## src/rtl/riscv_pkg.sv

```systemverilog
// Shared RV32I decode definitions: opcodes, control encodings and the NOP bubble.
// Also holds the immediate-extension and ALU-select helpers used by the decode stage.
package riscv_pkg;

    localparam logic [31:0] RV_NOP = 32'h0000_0013;

    typedef enum logic [6:0] {
        OP_LOAD   = 7'b0000011,
        OP_STORE  = 7'b0100011,
        OP_RTYPE  = 7'b0110011,
        OP_IALU   = 7'b0010011,
        OP_BRANCH = 7'b1100011,
        OP_JAL    = 7'b1101111
    } opcode_e;

    typedef enum logic [1:0] {
        IMM_I = 2'b00,
        IMM_S = 2'b01,
        IMM_B = 2'b10,
        IMM_J = 2'b11
    } imm_src_e;

    typedef enum logic [1:0] {
        RES_ALU = 2'b00,
        RES_MEM = 2'b01,
        RES_PC4 = 2'b10
    } result_src_e;

    typedef enum logic [2:0] {
        ALU_ADD = 3'b000,
        ALU_SUB = 3'b001,
        ALU_AND = 3'b010,
        ALU_OR  = 3'b011,
        ALU_SLT = 3'b101
    } alu_ctrl_e;

    function automatic logic [31:0] extend_imm(input logic [31:0] i, input imm_src_e src);
        case (src)
            IMM_I:   return {{20{i[31]}}, i[31:20]};
            IMM_S:   return {{20{i[31]}}, i[31:25], i[11:7]};
            IMM_B:   return {{19{i[31]}}, i[31], i[7], i[30:25], i[11:8], 1'b0};
            default: return {{11{i[31]}}, i[31], i[19:12], i[20], i[30:21], 1'b0};
        endcase
    endfunction

    // sub only selects subtraction for funct3=000; callers pass 0 for I-type ALU ops.
    function automatic alu_ctrl_e alu_from_funct(input logic [2:0] f3, input logic sub);
        case (f3)
            3'b000:  return sub ? ALU_SUB : ALU_ADD;
            3'b111:  return ALU_AND;
            3'b110:  return ALU_OR;
            3'b010:  return ALU_SLT;
            default: return ALU_ADD;
        endcase
    endfunction

    function automatic logic alu_funct_ok(input logic [2:0] f3);
        return (f3 == 3'b000) || (f3 == 3'b111) || (f3 == 3'b110) || (f3 == 3'b010);
    endfunction

endpackage

```

## src/rtl/register_file.sv

```systemverilog
// 32 x XLEN register file: two asynchronous read ports, one synchronous write port.
// x0 is hardwired to zero; a same-cycle write is forwarded to matching read ports.
module register_file #(
    parameter int XLEN = 32
) (
    input  logic            clk,
    input  logic            reset,
    input  logic [4:0]      ra1,
    input  logic [4:0]      ra2,
    input  logic            we,
    input  logic [4:0]      wa,
    input  logic [XLEN-1:0] wd,
    output logic [XLEN-1:0] rd1,
    output logic [XLEN-1:0] rd2
);

    logic [XLEN-1:0] regs [32];
    logic            wr_en;

    assign wr_en = we && (wa != 5'd0);

    always_ff @(posedge clk or posedge reset) begin
        if (reset) begin
            for (int unsigned i = 0; i < 32; i++) begin
                regs[i] <= '0;
            end
        end else if (wr_en) begin
            regs[wa] <= wd;
        end
    end

    // Write-through forwarding closes the writeback-to-decode hazard without a negedge write.
    always_comb begin
        rd1 = '0;
        rd2 = '0;
        if (ra1 != 5'd0) rd1 = (wr_en && wa == ra1) ? wd : regs[ra1];
        if (ra2 != 5'd0) rd2 = (wr_en && wa == ra2) ? wd : regs[ra2];
    end

endmodule

```

## src/rtl/decode_stage.sv

```systemverilog
// RV32I decode stage: IF/ID register with stall/flush, control decode, immediate
// extension and the integrated register file feeding the ID/EX register.
module decode_stage
    import riscv_pkg::*;
#(
    parameter int          XLEN      = 32,
    parameter logic [31:0] NOP_INSTR = RV_NOP
) (
    input  logic            clk,
    input  logic            reset,
    input  logic            StallD,
    input  logic            FlushD,
    input  logic [31:0]     InstrF,
    input  logic [XLEN-1:0] PCF,
    input  logic [XLEN-1:0] PCPlus4F,
    input  logic            RegWriteW,
    input  logic [4:0]      RdW,
    input  logic [XLEN-1:0] ResultW,
    output logic [XLEN-1:0] RD1D,
    output logic [XLEN-1:0] RD2D,
    output logic [XLEN-1:0] ImmExtD,
    output logic [4:0]      Rs1D,
    output logic [4:0]      Rs2D,
    output logic [4:0]      RdD,
    output logic [XLEN-1:0] PCD,
    output logic [XLEN-1:0] PCPlus4D,
    output logic            RegWriteD,
    output logic [1:0]      ResultSrcD,
    output logic            MemWriteD,
    output logic            JumpD,
    output logic            BranchD,
    output logic            ALUSrcD,
    output logic [2:0]      ALUControlD,
    output logic            IllegalD
);

    logic [31:0] instr_d;
    logic [6:0]  opcode;
    logic [2:0]  funct3;
    logic        funct7_5;
    logic        imm_en;
    imm_src_e    imm_src;

    // Flush wins over stall so a taken branch always squashes the held instruction.
    always_ff @(posedge clk or posedge reset) begin
        if (reset) begin
            instr_d  <= NOP_INSTR;
            PCD      <= '0;
            PCPlus4D <= '0;
        end else if (FlushD) begin
            instr_d  <= NOP_INSTR;
            PCD      <= '0;
            PCPlus4D <= '0;
        end else if (!StallD) begin
            instr_d  <= InstrF;
            PCD      <= PCF;
            PCPlus4D <= PCPlus4F;
        end
    end

    assign opcode   = instr_d[6:0];
    assign funct3   = instr_d[14:12];
    assign funct7_5 = instr_d[30];
    assign Rs1D     = instr_d[19:15];
    assign Rs2D     = instr_d[24:20];
    assign RdD      = instr_d[11:7];

    always_comb begin
        RegWriteD   = 1'b0;
        ResultSrcD  = RES_ALU;
        MemWriteD   = 1'b0;
        JumpD       = 1'b0;
        BranchD     = 1'b0;
        ALUSrcD     = 1'b0;
        ALUControlD = ALU_ADD;
        IllegalD    = 1'b0;
        imm_en      = 1'b0;
        imm_src     = IMM_I;
        case (opcode)
            OP_LOAD: if (funct3 == 3'b010) begin
                RegWriteD  = 1'b1;
                ResultSrcD = RES_MEM;
                ALUSrcD    = 1'b1;
                imm_en     = 1'b1;
            end
            OP_STORE: if (funct3 == 3'b010) begin
                MemWriteD = 1'b1;
                ALUSrcD   = 1'b1;
                imm_en    = 1'b1;
                imm_src   = IMM_S;
            end
            OP_RTYPE: if (alu_funct_ok(funct3)) begin
                RegWriteD   = 1'b1;
                ALUControlD = alu_from_funct(funct3, funct7_5);
            end
            OP_IALU: if (alu_funct_ok(funct3)) begin
                RegWriteD   = 1'b1;
                ALUSrcD     = 1'b1;
                ALUControlD = alu_from_funct(funct3, 1'b0);
                imm_en      = 1'b1;
            end
            OP_BRANCH: if (funct3 == 3'b000) begin
                BranchD     = 1'b1;
                ALUControlD = ALU_SUB;
                imm_en      = 1'b1;
                imm_src     = IMM_B;
            end
            OP_JAL: begin
                JumpD      = 1'b1;
                RegWriteD  = 1'b1;
                ResultSrcD = RES_PC4;
                imm_en     = 1'b1;
                imm_src    = IMM_J;
            end
            default: IllegalD = 1'b1;
        endcase
    end

    assign ImmExtD = imm_en ? extend_imm(instr_d, imm_src) : '0;

    register_file #(
        .XLEN(XLEN)
    ) u_register_file (
        .clk  (clk),
        .reset(reset),
        .ra1  (Rs1D),
        .ra2  (Rs2D),
        .we   (RegWriteW),
        .wa   (RdW),
        .wd   (ResultW),
        .rd1  (RD1D),
        .rd2  (RD2D)
    );

endmodule

```

## config.mk

```make
export PLATFORM = sky130hd
export DESIGN_NAME = decode_stage
export DESIGN_NICKNAME = d
export VERILOG_FILES = /design/src/rtl/riscv_pkg.sv /design/src/rtl/register_file.sv /design/src/rtl/decode_stage.sv
export SDC_FILE = /design/constraint.sdc
export NUM_CORES = 2
export LEC_CHECK = 0
export BUFFER_PORTS_ARGS = -buffer_cell sky130_fd_sc_hd__buf_2
export CAP_MARGIN = 25
export CORE_ASPECT_RATIO = 0.9
export CORE_MARGIN = 2
export CORE_UTILIZATION = 56
export DETAILED_ROUTE_END_ITERATION = 8
export GPL_ROUTABILITY_DRIVEN = 0
export PLACE_DENSITY = 0.8
export SLEW_MARGIN = 25
export SYNTH_ARGS = -nofsm -noshare
export SYNTH_HDL_FRONTEND = slang
export SYNTH_SLANG_ARGS = --single-unit
```

## constraint.sdc

```tcl
create_clock -name clk -period 37.7 [get_ports clk]
set_input_delay 5.655 -clock clk [delete_from_list [all_inputs] [get_ports clk]]
set_output_delay 5.655 -clock clk [all_outputs]
set_load 0.03 [all_outputs]
```

==> results.yml <==
worst_hold_path:
  hold_class: "register to register"
  whs_endpoint: "u_register_file.regs[1006]"
  hold_start: "u_register_file.regs[1006]"
  hold_path_depth: 0
placed_design:
  portBuffers: 323
  dpl_worst_slack_ns: 23.50
  post_dp_cell_area_um2: 61300
  hpwl_um: 98100
  dp.cells: 5395
clock_network:
  cts_buffer_depth: 3
  post-cts-setup-buffers: 0
  htree_num_levels: 3
  numClockSinks: 1120
  clk_latency_ns: 0.71
  cts_resized: 0
  cts.clk_slew.worst_paths_ns: 0.06
  cts_buffers: 115
  tritoncts: "built"
  root_buffer: "clkbuf_16"
  ctsHoldBuffers: 0
synthesis:
  netlist_top_cells_area: "dfrtp_1 47%, mux4_2 19%, mux2_2 19%, mux2i_1 4.9%, nor2_1 1.8%"
  ys.flop_type: "dfrtp_1"
  syn-num-nets: 4218
  synth_cells: 4080
  async_reset_ff_share_pct: 100
  syn_avg_cell_area_um2: 14.5
  synth_top_area_cell: "dfrtp_1"
  ys_types: 50
  synth_area_um2: 59100
  synth_edf_count: 0
  ys_seq_area_share_pct: 47.5
  synth_top_area_share_pct: 47.3
  ys_ff_latch: 1120
  yosys_warnings: 0
cells_and_area:
  nets: 4273
  mostFrequentLayoutCells: "1,109 x dfrtp_1, 971 x mux2_2, 511 x mux4_2"
  fill_cells: 7600
  final_cells: 5613
  multi_input_area_um2: 29200
  area_delta_synth_final_pct: 10.8
  utilization_pct: 62.3
  final_layout_size_suffix_gt1_share_pct: 50.8
  design_area_um2: 65400
  regArea_um2: 28100
  final_common_cell: "dfrtp_1"
timing:
  fin_crit_sh_pct: 38.0
  drv_slew: 0
  setup_slack_ns: 23.39
  fin_skew_ns: 0
  post-route-min-period_ns: 14.31
  hold_viol: 0
  clock.fmax_mhz: 69.9
  fin_hold_ws_ns: 0.395
  finalSetupTns_ns: 0
  slew_headroom_pct: 24.0
  finalSetupViolations: 0
  worst_slew_pin_slew_ns: 1.14
  rsz0062_at_grt: "false"
grt:
  grt_usage_pct: 33.0
  grt_pass1_wl_um: 265000
  antenna_found_initial: 6
  grt_pass1_vias: 39600
  grt_max_degree: 182
  overflow: 0
routing:
  via_per_inst: 6.95
  first_pass_iters: 8
  drt-initial-drc-count: 4329
  drc: 0
  vias: 39000
  drt_wl_total_um: 177000
  antenna_left: 0
  avgRoutedWirePerCell_um: 31.6
job:
  maxCapViolCount: 0
die:
  die_w_um: 346
  dieHeight_um: 312
  initial_core_util_pct: 56.2
  rows: 113
  die-area_um2: 108000
  io-pin-count: 324
  core-area_um2: 105000
setup_path:
  reg2reg_slack_ns: 35.69
  cp.arrival_ns: 8.66
  required_ns: 32.04
  cp_max_fo: 31
  crit_path_end_kind: "output port"
  r2r_cells: 3
  crit_type: "primary input to output port"
  critPathLaunchType: "primary input"
  reg2reg_to: "instr_d[17]"
  r2r_start: "instr_d[17]"
  timing.critical_path.from: "RdW[4]"
power_and_ir_drop:
  power_density_nw_per_um2: 53.4
  ir_drop_uv: 45.3
  cellLeakagePower_nw: 28.8
  total_power_mw: 3.49
run_status:
  run_status: "complete, no violations"
[critical path, stage by stage]
cell	delay (ns)
buf_2	0.27
nor3_2	0.16
a21boi_0	0.64
a31o_2	0.26
buf_4	0.61
o22ai_1	0.19
nor3_1	0.52
buf_2	0.31
[synthesized netlist by cell type (2+ instances only)]
master / instances
dfrtp_1: 1117
mux2_2: 971
mux4_2: 511
mux2i_1: 290
nor2_1: 278
clkbuf_1: 274
o22ai_1: 158
buf_2: 109
nor3_1: 68
buf_1: 65
nand2_1: 46
o31ai_1: 34
buf_4: 28
o21ai_0: 24
and2_1: 9
inv_1: 9
nand2b_1: 9
xor2_1: 9
a21o_1: 8
nand3_1: 5
or2_2: 5
a21oi_1: 4
a31o_2: 4
nor4_1: 4
a211o_1: 3
dfstp_2: 3
nand3b_1: 3
nor2b_1: 3
a31oi_1: 2
and3_1: 2
and3b_1: 2
mux2_1: 2
nand4_1: 2
or4_1: 2
xnor2_1: 2
[sequential cells by signal, summed over array words and instances (netlist names)]
name                  cells
PCD                      32
u_register_file.regs   1024
instr_d                  32
PCPlus4D                 32
[how the worst max path moves through the flow]
| stage | end | slack, ns | depth (start not counted) |
|---|---|---|---|
| after floorplan | PCD[0] | 0.51 | 1 |
| after global placement | RD1D[17] | 23.53 | 8 |
| after detailed placement | RD1D[17] | 23.50 | 8 |
| after CTS | RD1D[17] | 23.49 | 8 |
| after global routing | RD1D[17] | 23.32 | 8 |
| final | RD1D[17] | 23.39 | 8 |
[cell families after synthesis]
| kind of cell | count (synthesis) | share of synthesized area [%] |
|---|---|---|
| AO/OA/AOI/OAI | 243 | 2.65 |
| XOR/XNOR | 11 | 0.163 |
| buffers and inverters | 486 | 3.50 |
| flip-flops | 1120 | 47.5 |
| multiplexers | 1774 | 43.0 |
| AND/OR/NAND/NOR | 446 | 3.28 |
[area by class of cell]
cell class                 instances  share of cell area (%)
multi-input combinational       2474                    44.6
sequential                      1120                    42.9
clock buffer                     167                    5.18
timing repair buffer             414                    3.73
tap                             1380                    2.64
clock inverter                    47                   0.929
inverter                          10                  0.0688
antenna                            1                 0.00382
[metal layers]
layer / up-vias / GRT usage (%) / share of wire [%]
met3: 406 / 10.2 / 11
met4: 4 / 11.3 / 3.6
met5: - / 0 / 0.015
met2: 2150 / 49.9 / 46
li1: 15600 / - / -
met1: 20900 / 45.8 / 40
[report_power, final]
group          switching (mW)  internal (mW)  total, mW  leakage (nW)
Combinational           0.320          0.392      0.713          12.4
Sequential              0.162           1.42       1.58          14.4
Clock                   0.498          0.705       1.20          1.94
Note: power is estimated with default switching activity, not from simulation.
